<file path="config.mk">
export PLATFORM = sky130hd
export DESIGN_NAME = iserdes_deser_flat
export DESIGN_NICKNAME = d
export VERILOG_FILES = /design/src/rtl/serdes_pkg.sv /design/src/rtl/iserdes_deser_if.sv /design/src/rtl/serdes_bitslip_ctl.sv /design/src/rtl/iserdes_deser.sv /design/src/flat_wrapper.sv
export SDC_FILE = /design/constraint.sdc
export NUM_CORES = 1
export LEC_CHECK = 0
export BUFFER_PORTS_ARGS = -buffer_cell sky130_fd_sc_hd__buf_2
export CORE_AREA = 2 2 39 41
export DETAILED_ROUTE_END_ITERATION = 10
export DIE_AREA = 0 0 41 43
export GPL_TIMING_DRIVEN = 0
export PLACE_DENSITY = 0.55
export SLEW_MARGIN = 25
export SYNTH_ARGS = -nofsm -noshare
export SYNTH_HDL_FRONTEND = slang
export SYNTH_HIERARCHICAL = 1
export SYNTH_SLANG_ARGS = --single-unit
</file>
<file path="constraint.sdc">
create_clock -name CLK -period 3.26 [get_ports CLK]
set_clock_uncertainty 0.1 [all_clocks]
set_input_delay 0.652 -clock CLK [delete_from_list [all_inputs] [get_ports CLK]]
set_output_delay 0.652 -clock CLK [all_outputs]
set_load 0.01 [all_outputs]
</file>
<file path="src/rtl/serdes_pkg.sv">
// Shared types and the capture-timing helper for the input deserializer.
// Both the top and the bitslip controller import this package.
package serdes_pkg;

  localparam int MAX_DATA_WIDTH = 8;
  localparam int OFFSET_W       = 3;

  typedef logic [OFFSET_W-1:0] offset_t;

  // Result of one capture-timing step: whether to capture on this edge and
  // the value the delay counter takes afterwards.
  typedef struct packed {
    logic    capture;
    offset_t dly;
  } cap_step_t;

  // A strobe either captures immediately (offset 0, or to flush a word that
  // is still waiting on its delay) and reloads the delay with the current
  // offset. Between strobes a non-zero delay counts down and fires at 1.
  function automatic cap_step_t next_capture(input logic    ioce,
                                             input offset_t dly,
                                             input offset_t offset);
    cap_step_t r;
    r.capture = 1'b0;
    r.dly     = dly;
    if (ioce) begin
      r.capture = (offset == '0) || (dly != '0);
      r.dly     = offset;
    end else if (dly != '0) begin
      r.capture = (dly == offset_t'(1));
      r.dly     = dly - offset_t'(1);
    end
    return r;
  endfunction

endpackage

</file>
<file path="src/rtl/iserdes_deser_if.sv">
// Parallel-side bundle of the deserializer: enables, strobe, serial bit,
// bitslip request and the word/valid/offset results.
interface iserdes_deser_if #(
  parameter int DATA_WIDTH = 4
);

  logic                  CE;
  logic                  IOCE;
  logic                  D;
  logic                  BITSLIP;
  logic [DATA_WIDTH-1:0] Q;
  logic                  VALID;
  logic [2:0]            SLIP_OFFSET;

  modport master (
    output CE, IOCE, D, BITSLIP,
    input  Q, VALID, SLIP_OFFSET
  );

  modport slave (
    input  CE, IOCE, D, BITSLIP,
    output Q, VALID, SLIP_OFFSET
  );

endinterface

</file>
<file path="src/rtl/serdes_bitslip_ctl.sv">
// Word-boundary control: holds the bitslip offset, the one-slip-per-capture
// holdoff and the delay counter, and flags the edges on which a word is
// captured.
module serdes_bitslip_ctl
  import serdes_pkg::*;
#(
  parameter int    DATA_WIDTH     = 4,
  parameter string BITSLIP_ENABLE = "TRUE"
) (
  input  logic    clk,
  input  logic    rst,
  input  logic    ce,
  input  logic    ioce,
  input  logic    bitslip,
  output logic    capture,
  output offset_t offset
);

  localparam offset_t MAX_OFFSET = offset_t'(DATA_WIDTH - 1);
  localparam logic    SLIP_EN    = (BITSLIP_ENABLE == "TRUE");

  offset_t   dly;
  logic      holdoff;
  logic      slip_accept;
  cap_step_t step;

  // Work out this edge's capture decision and the next delay value.
  always_comb begin
    step = next_capture(ioce, dly, offset);
  end

  assign capture     = ce & step.capture;
  assign slip_accept = SLIP_EN & ce & bitslip & ~holdoff;

  // Offset, holdoff and delay state; a slip accepted on a capture edge keeps
  // the holdoff set so that the next capture is the one that releases it.
  always_ff @(posedge clk) begin
    if (rst) begin
      dly     <= '0;
      offset  <= '0;
      holdoff <= 1'b0;
    end else if (ce) begin
      dly <= step.dly;
      if (slip_accept) begin
        offset  <= (offset == MAX_OFFSET) ? '0 : offset + offset_t'(1);
        holdoff <= 1'b1;
      end else if (step.capture) begin
        holdoff <= 1'b0;
      end
    end
  end

endmodule

</file>
<file path="src/rtl/iserdes_deser.sv">
// Single-clock input deserializer: shifts one bit per IOCLK edge and
// presents a parallel word, earliest bit in the MSB, one cycle after the
// edge that sampled its last bit.
module iserdes_deser
  import serdes_pkg::*;
#(
  parameter int    DATA_WIDTH     = 4,
  parameter string BITSLIP_ENABLE = "TRUE"
) (
  input logic            CLK,
  input logic            RST,
  iserdes_deser_if.slave bus
);

  logic [DATA_WIDTH-2:0] sr;
  logic [DATA_WIDTH-1:0] cw;
  logic [DATA_WIDTH-1:0] q_r;
  logic                  valid_r;
  logic                  capture;
  offset_t               offset;

  assign cw = {sr, bus.D};

  serdes_bitslip_ctl #(
    .DATA_WIDTH     (DATA_WIDTH),
    .BITSLIP_ENABLE (BITSLIP_ENABLE)
  ) u_ctl (
    .clk     (CLK),
    .rst     (RST),
    .ce      (bus.CE),
    .ioce    (bus.IOCE),
    .bitslip (bus.BITSLIP),
    .capture (capture),
    .offset  (offset)
  );

  // Shift register and output word; a clock-enable gap freezes everything
  // and suppresses VALID.
  always_ff @(posedge CLK) begin
    if (RST) begin
      sr      <= '0;
      q_r     <= '0;
      valid_r <= 1'b0;
    end else if (bus.CE) begin
      sr      <= cw[DATA_WIDTH-2:0];
      valid_r <= capture;
      if (capture) begin
        q_r <= cw;
      end
    end else begin
      valid_r <= 1'b0;
    end
  end

  assign bus.Q           = q_r;
  assign bus.VALID       = valid_r;
  assign bus.SLIP_OFFSET = 3'(offset);

endmodule
</file>
<file path="src/flat_wrapper.sv">
// flat-port wrapper written by rule: the top's interface ports become plain ports
module iserdes_deser_flat import serdes_pkg::*;
#(
  parameter int    DATA_WIDTH     = 4,
  parameter string BITSLIP_ENABLE = "    "
)
  (CLK, RST, bus_CE, bus_IOCE, bus_D, bus_BITSLIP, bus_Q, bus_VALID, bus_SLIP_OFFSET);
  iserdes_deser_if #(.DATA_WIDTH(DATA_WIDTH)) bus_i ();
  input logic CLK;
  input logic RST;
  input wire logic [$bits(bus_i.CE)-1:0] bus_CE;
  input wire logic [$bits(bus_i.IOCE)-1:0] bus_IOCE;
  input wire logic [$bits(bus_i.D)-1:0] bus_D;
  input wire logic [$bits(bus_i.BITSLIP)-1:0] bus_BITSLIP;
  output wire logic [$bits(bus_i.Q)-1:0] bus_Q;
  output wire logic [$bits(bus_i.VALID)-1:0] bus_VALID;
  output wire logic [$bits(bus_i.SLIP_OFFSET)-1:0] bus_SLIP_OFFSET;
  assign bus_i.CE = bus_CE;
  assign bus_i.IOCE = bus_IOCE;
  assign bus_i.D = bus_D;
  assign bus_i.BITSLIP = bus_BITSLIP;
  assign bus_Q = bus_i.Q;
  assign bus_VALID = bus_i.VALID;
  assign bus_SLIP_OFFSET = bus_i.SLIP_OFFSET;
  iserdes_deser #(.DATA_WIDTH(DATA_WIDTH), .BITSLIP_ENABLE(BITSLIP_ENABLE)) u_core (.CLK(CLK), .RST(RST), .bus(bus_i));
endmodule
</file>
==> metrics <==
status completed; TritonCTS clock tree yes; most frequent cell after synthesis dfxtp_1; ys async rst share 0; Synth Area in Simple Gates 0.176; largest family of logic cells by synthesized area compound AO/OA/AOI/OAI gates; ANT nets after route 0; GPL Wtd Cong 0.639; area post-placement 557 um^2; synthesized area 484 um^2; post-synth cell types 18; post_cts resized 0; Commonest cells post-synth dfxtp_1, nor2_1, a21oi_1; PD cells 435 nW/um^2; initial core utilization 0.350; Yosys Warn Count 6; filler cell count 139; core footprint 1380 um^2; Sink Count 11; chip height 43 um; crit-path max cell delay 340 ps; WL per Instance 9.80 um; FMAX 0.674 GHz; Layout area overhead 20.4%; Total Routing Usage GR 0.108; H-tree levels 1; Critical Path AT 730 ps; Post-Synth Adder-Cell Area 0; Yosys reg bits 11; diode count 0; final wirelength 813 um; max_cap viols 0; final setup TNS 0 ps; vias after detailed routing 378; Clock Tree Root clkbuf_4; Post CTS Setup Buffer Count 0; Core Util, Final 0.421; ys flop type dfxtp_1; DRT Pass-1 Iters 4; final setup vio count 0; vias per cell 4.55; Mean Syn Cell Area 9.31 um^2; CP max-delay cell dfxtp_1; cell taking the most area after synthesis dfxtp_1; DRT iter0 DRCs 9; largest cells by area after synthesis dfxtp_1, a21bo_1, mux2i_1; final max-slew violation count 0; initial antenna violation count 0; hpwl dp 565 um; vias in the first global route 302; crit path kind reg -> out; Worst Path Required 2510 ps; largest net degree at the start of global routing 11; RSZ-0062 raised after global routing no; CTS Hold Buffers Added 0; CP startpoint kind flip-flop; Compound-Gate Fraction of Synth Area 0.191; clk_lat worst skew 260 ps; Worst Hold Class reg -> reg; area share of the largest cell type after synthesis 0.455; first-pass GRT wire length 1240 um; # IOs 14; xor/xnor cell area share of the yosys netlist 0; Die ar. 1760 um^2; Final nets 74; fin crit period 1480 ps; number of synthesized flops with an enable pin 0; Clk pin slew, worst setup/hold paths 70 ps; # port buffers 9; Gate Count Post-Synth 52; CP bufs+invs 1; GRT overflow 0; final hold vios 0; Final Cell Area 583 um^2; CP delay by family, top flip-flops; worst-path fanout max 2; FP Rows 14; cells along the critical path buf_2; Critical Path End Type primary output; clock buffer depth 2; sequential cell area fraction in the yosys report 0.455; Pleak 0.258 nW; die extent in x 41 um; final routed DRC violation total 0; share of cells above drive strength 1 0.299; CTS buffer count 3; post-synthesis mux area share 0.0620; VDD IR max 170 uV; fin crit share 0.455
final timing paths:
path / from / to / slack (ps) / depth (start not counted)
worst min register to register: u_core/sr[2]$_SDFFE_PP0P_ / u_core/bus.Q[3]$_SDFFE_PP0P_ / 380 / 2
worst min-delay path: u_core/sr[2]$_SDFFE_PP0P_ / u_core/bus.Q[3]$_SDFFE_PP0P_ / 380 / 2
worst max register to register: u_core/u_ctl/dly[2]$_SDFFE_PP0P_ / u_core/bus.Q[0]$_SDFFE_PP0P_ / 2040 / 6
worst max-delay path: u_core/bus.Q[2]$_SDFFE_PP0P_ / bus_Q[2] / 1780 / 1
layer usage:
metal	global-route usage	up-vias	wire [um]
met5	0	-	0
met4	0.0800	0	6
met3	0.0471	2	54
met2	0.128	11	333
met1	0.147	163	419
li1	-	202	-
cell usage in the layout, fill, tap and decap left out, drive strengths merged, types with 2 or more instances in the layout:
cell / instances
buf: 14
dfxtp: 11
nor2: 7
a21oi: 7
clkbuf: 5
nand3: 4
a21bo: 4
mux2i: 3
conb: 3
nand2: 2
o21ai: 2
sequential cells by signal (all words and copies together) (netlist names):
signal            cells
u_core/bus.Q          4
u_core/sr             3
u_core/u_ctl/dly      3
u_core/bus.VALID      1
report_power, final:
part | total, mW | switching, mW | internal (mW) | leakage, nW
logic | 0.0250 | 0.0137 | 0.0112 | 0.154
clock network | 0.0909 | 0.0436 | 0.0473 | 0.0150
registers | 0.138 | 0.00123 | 0.137 | 0.0891
total | 0.254 | 0.0586 | 0.195 | 0.258
stage by stage:
stage	hold WS [ps]	total power, mW	worst slack (ps)	cells
after CTS	384	0.261	1760	83
final	381	0.254	1780	83
after detailed placement	374	0.166	1620	79
after global placement	371	0.166	1620	79
after global routing	410	0.268	1720	83
after floorplan	355	0.158	1820	54
cell families after synthesis:
family                 count (synthesis)
AOI/OAI and AO/OA                     13
buffers and inverters                  7
DFF                                   11
muxes                                  3
other                                  1
and+or+nand+nor                       17
final cells by class:
class / instances / area, um^2 / area share
clock buffers: 4 / 26.3 / 0.0451
multi-input cells: 36 / 219 / 0.376
well taps: 16 / 20.0 / 0.0343
flip-flops and latches: 11 / 220 / 0.378
inverters: 1 / 3.75 / 0.00644
repair buffers: 9 / 45.0 / 0.0773
plain buffers: 6 / 48.8 / 0.0837
Power figures use the tool's default switching activity.
